==> src/rtl/modulo_contador_sync_param_pkg.sv <==
// Shared definitions for the modulo counter: direction encoding and the modulus sanity check.
package modulo_contador_sync_param_pkg;

  typedef enum logic {
    DIR_DOWN = 1'b0,
    DIR_UP   = 1'b1
  } dir_e;

  // Legal range for the modulus: 2 .. 2**width, with width >= 2
  function automatic bit modulus_ok(input int width, input longint modulus);
    if (width < 2 || width > 31) return 1'b0;
    return (modulus >= 2) && (modulus <= (longint'(1) << width));
  endfunction

endpackage

==> src/rtl/modulo_contador_sync_param_celula.sv <==
// One counter bit: a T flip-flop with a synchronous reload port and its slice of the lookahead AND chain.
module modulo_celula_t_cascata
  import modulo_contador_sync_param_pkg::*;
(
  input  logic clk,
  input  logic clr,
  input  logic t_in_up,
  input  logic t_in_dn,
  input  logic up_dn,
  input  logic en,
  input  logic reload,
  input  logic reload_val,
  output logic q,
  output logic t_out_up,
  output logic t_out_dn
);

  logic toggle;

  assign toggle = en & ((dir_e'(up_dn) == DIR_UP) ? t_in_up : t_in_dn);

  // Reload wins over toggling so a modulus wrap or parallel load lands cleanly on one edge
  always_ff @(posedge clk) begin
    if (clr)
      q <= 1'b0;
    else if (reload)
      q <= reload_val;
    else if (toggle)
      q <= ~q;
  end

  assign t_out_up = t_in_up & q;
  assign t_out_dn = t_in_dn & ~q;

endmodule

==> src/rtl/modulo_contador_sync_param.sv <==
// Programmable-modulus synchronous up/down counter built from T cells.
// Define CONTADOR_SATURATE_EN to make the count stop at its limits instead of wrapping.
module modulo_contador_sync_param
  import modulo_contador_sync_param_pkg::*;
#(
  parameter int WIDTH   = 7,
  parameter int MODULUS = 100
) (
  input  logic             clk,
  input  logic             clr,
  input  logic             en,
  input  logic             up_dn,
  input  logic             load,
  input  logic [WIDTH-1:0] load_val,
  output logic [WIDTH-1:0] q,
  output logic             tc,
  output logic             wrap
);

  localparam logic [WIDTH-1:0] MAX_Q   = WIDTH'(MODULUS - 1);
  localparam logic             NATURAL = (longint'(MODULUS) == (longint'(1) << WIDTH));

  if (!modulus_ok(WIDTH, MODULUS)) begin : g_bad_modulus
    $error("modulo_contador_sync_param: MODULUS must lie in 2..2**WIDTH and WIDTH >= 2");
  end

  logic [WIDTH:0]   t_up;
  logic [WIDTH:0]   t_dn;
  logic             counting_up;
  logic             at_max;
  logic             at_zero;
  logic             at_limit;
  logic             load_in_range;
  logic [WIDTH-1:0] load_clamped;
  logic             cell_en;
  logic             reload;
  logic [WIDTH-1:0] reload_val;
  logic             wrap_next;

  assign t_up[0] = 1'b1;
  assign t_dn[0] = 1'b1;

  for (genvar i = 0; i < WIDTH; i++) begin : g_cell
    modulo_celula_t_cascata u_cell (
      .clk        (clk),
      .clr        (clr),
      .t_in_up    (t_up[i]),
      .t_in_dn    (t_dn[i]),
      .up_dn      (up_dn),
      .en         (cell_en),
      .reload     (reload),
      .reload_val (reload_val[i]),
      .q          (q[i]),
      .t_out_up   (t_up[i+1]),
      .t_out_dn   (t_dn[i+1])
    );
  end

  // The top of the AND chain is the carry/borrow out; with a power-of-two modulus it is the limit
  assign counting_up = (dir_e'(up_dn) == DIR_UP);
  assign at_max      = NATURAL ? t_up[WIDTH] : (q == MAX_Q);
  assign at_zero     = t_dn[WIDTH];
  assign at_limit    = counting_up ? at_max : at_zero;
  assign tc          = en & at_limit;

  assign load_in_range = ({1'b0, load_val} < (WIDTH+1)'(MODULUS));
  assign load_clamped  = load_in_range ? load_val : '0;

`ifdef CONTADOR_SATURATE_EN
  localparam logic [WIDTH-1:0] PRE_MAX = WIDTH'(MODULUS - 2);
  localparam logic [WIDTH-1:0] PRE_MIN = WIDTH'(1);

  // Freeze the cells at the limit; wrap flags the step that arrives there
  assign cell_en    = en & ~at_limit;
  assign reload     = load;
  assign reload_val = load_clamped;
  assign wrap_next  = en & (counting_up ? (q == PRE_MAX) : (q == PRE_MIN));
`else
  // A natural carry/borrow already rolls the bits over, so only short moduli need the reload
  assign cell_en    = en;
  assign reload     = load | (tc & ~NATURAL);
  assign reload_val = load ? load_clamped : (counting_up ? '0 : MAX_Q);
  assign wrap_next  = tc;
`endif

  always_ff @(posedge clk) begin
    if (clr)
      wrap <= 1'b0;
    else if (load)
      wrap <= 1'b0;
    else
      wrap <= wrap_next;
  end

endmodule

==> config.mk <==
export PLATFORM = sky130hd
export DESIGN_NAME = modulo_contador_sync_param
export DESIGN_NICKNAME = d
export VERILOG_FILES = /design/src/rtl/modulo_contador_sync_param_pkg.sv /design/src/rtl/modulo_contador_sync_param_celula.sv /design/src/rtl/modulo_contador_sync_param.sv
export SDC_FILE = /design/constraint.sdc
export NUM_CORES = 1
export LEC_CHECK = 0
export ABC_AREA = 1
export BUFFER_PORTS_ARGS = -buffer_cell sky130_fd_sc_hd__buf_2
export CAP_MARGIN = 15
export CORE_MARGIN = 4
export CORE_UTILIZATION = 53
export CTS_CLUSTER_DIAMETER = 30
export CTS_CLUSTER_SIZE = 16
export DETAILED_ROUTE_END_ITERATION = 16
export GPL_TIMING_DRIVEN = 0
export HOLD_SLACK_MARGIN = 0.12
export PLACE_DENSITY = 0.88
export SKIP_CTS_REPAIR_TIMING = 1
export SLEW_MARGIN = 25
export SYNTH_ARGS = -nofsm -noshare
export SYNTH_HDL_FRONTEND = slang
export SYNTH_SLANG_ARGS = --single-unit
export TNS_END_PERCENT = 10
==> constraint.sdc <==
create_clock -name clk -period 3.3 [get_ports clk]
set_clock_uncertainty 0.05 [all_clocks]
set_input_delay 0.495 -clock clk [delete_from_list [all_inputs] [get_ports clk]]
set_output_delay 0.495 -clock clk [all_outputs]
set_load 0.02 [all_outputs]
==> flow_summary.ini <==
[run_status]
status = complete, no violations

[place]
routabilityCongestion = 0.845
io_buffer_count = 19
pre_cts_ws_ns = 1.51
placedCellCount = 144
dpl_cell_area_sq_um = 818
hpwl_um = 1320

[drt]
firstDrtPassIters = 4
drc = 0
vias_per_cell = 5.24
drtIter0Drc = 30
ant_nets = 0
num_vias = 771
wl_per_cell_um = 10.9
wl_um = 1600

[layout]
syn2layout_area_growth_pct = 19.1
drive_above_1_share_pct = 31.6
fillCellCount = 103
final_core_util_pct = 70.9
layout_common_cells = 33 x nand2_1, 19 x buf_2, 12 x inv_1, 12 x o21ai_0, 8 x dfxtp_1
fin_nets = 147
final_common_cell = nand2_1
fin_cells = 147
n_antenna_cell = 0
final_area_sq_um = 841

[power_and_ir_drop]
p_total_mw = 0.299
p_per_area_nw_per_um2 = 356
p_leak_nw = 0.432
peakVddDrop_mv = 0.192

[logic_synthesis]
synth_cell_types = 24
ys_ff_latch = 8
syn_nets = 123
syn_area_per_cell_sq_um = 6.36
synth_top_area_share_pct = 22.7
synthTopCellsByArea = dfxtp_1 23%, nand2_1 18%, o21ai_0 8.5%
syn_inst = 111
synth_warnings = 0
yosysTopAreaCell = dfxtp_1
synth_seq_area_share_pct = 22.7
post_synth_instance_area_sq_um = 706

[worst_hold_path]
whs_path_depth = 2
min-delay-start = clr
hold_path_class = in2reg
holdPathEnd = g_cell[6].u_cell.q

[cts]
cts.htree.levels = 1
cts_num_sinks = 8
root_buffer = clkbuf_4
path_clk_slew_ns = 0.05
cts_buffers = 3
clock_latency_ns = 0.25
cts_tree = yes
clk_path_buf_depth = 2

[worst_setup_path]
r2r_start = g_cell[1].u_cell.q
endpoint_kind = output port
arrival_ns = 1.40
cp.required_ns = 2.75
critPathKind = reg2out
start_kind = register
ff2ff_setup_slack_ns = 1.86
critPathMaxFanout = 5
r2r_end = g_cell[2].u_cell.q
reg2reg_depth = 8

[timing]
fin_crit_ns = 1.94
setup_violations = 0
fin_setup_tns_ns = 0
rsz0062_at_grt = false
fin_crit_sh_pct = 58.9
drv_slew = 0
hold_viol = 0
setup_ws_ns = 1.36
worst_slew_pin_slew_ns = 0.237
slew_headroom_pct = 84.2
max_freq_mhz = 515
whs_ns = 0.410

[grt]
grt_max_degree = 11
track_usage_pct = 17.1
antenna_found_initial = 0
grt_first_pass_wirelength_um = 2530
grt_pass1_vias = 650
gr-total-overflow = 0

[floorplanning]
die_width_um = 44.5
rows = 12
start_util_pct = 59.5
fp.dieH_um = 44.5
dieArea_sq_um = 1980
core-area_sq_um = 1190
ios = 21

[run]
cap_violations = 0
-- worst max path at each step --
stage	startpoint	endpoint	slack, ns	cells past startpoint
after floorplan	up_dn	tc	1.63	5
after global placement	up_dn	tc	1.52	6
after detailed placement	up_dn	tc	1.51	6
after CTS	g_cell[1].u_cell.q	tc	1.36	6
after global routing	g_cell[4].u_cell.q	tc	1.27	8
final	g_cell[1].u_cell.q	tc	1.36	6
-- cells in the mapped netlist (all sizes together) --
| library cell | n |
|---|---|
| a21oi | 9 |
| buf | 8 |
| clkinv | 1 |
| dfxtp | 8 |
| inv | 13 |
| nand2 | 35 |
| nand3 | 7 |
| nand3b | 1 |
| nand4 | 2 |
| nor2 | 7 |
| nor3 | 3 |
| o211ai | 1 |
| o21ai | 14 |
| xnor2 | 2 |
-- state kept, by name, indices dropped and copies added, names as in the netlist --
name / count
g_cell.u_cell.q: 7
wrap: 1
-- area by class of cell --
class | count | area (sq um) | area share, %
multi-input combinational | 81 | 424 | 50.4
sequential | 8 | 160 | 19.0
timing repair buffer | 19 | 95.1 | 11.3
buffer | 8 | 63.8 | 7.59
inverter | 14 | 57.6 | 6.85
clock buffer | 3 | 22.5 | 2.68
tap | 14 | 17.5 | 2.08
-- worst max-delay path, stage by stage (launching register included) --
cell	delay, ns
dfxtp_1	0.36
nor2_2	0.14
nand2_1	0.11
a21oi_4	0.20
nand3_4	0.13
inv_1	0.06
buf_2	0.15
-- cell families after synthesis --
family                    share of synthesized area (%)
xor gates and xnor gates                           2.48
DFF                                                22.7
AOI/OAI and AO/OA                                  21.1
and+or+nand+nor                                    36.5
buffers and inverters                              17.2
-- per-layer routing --
| layer | wire (um) | up-vias | GRT usage, % | part of all wire [%] |
|---|---|---|---|---|
| met5 | 0 | - | 0 | 0 |
| met4 | 58 | 0 | 13.3 | 3.6 |
| met3 | 130 | 7 | 1.22 | 8.2 |
| met2 | 751 | 36 | 27.5 | 47 |
| met1 | 654 | 329 | 20.6 | 41 |
| li1 | - | 399 | - | - |
-- power by group --
| group | internal, mW | switching [mW] | total [mW] |
|---|---|---|---|
| combinational | 0.0444 | 0.0665 | 0.111 |
| sequential | 0.105 | 0.00951 | 0.114 |
| clock | 0.0416 | 0.0326 | 0.0742 |
| total | 0.191 | 0.109 | 0.299 |
Power figures use the tool's default switching activity.
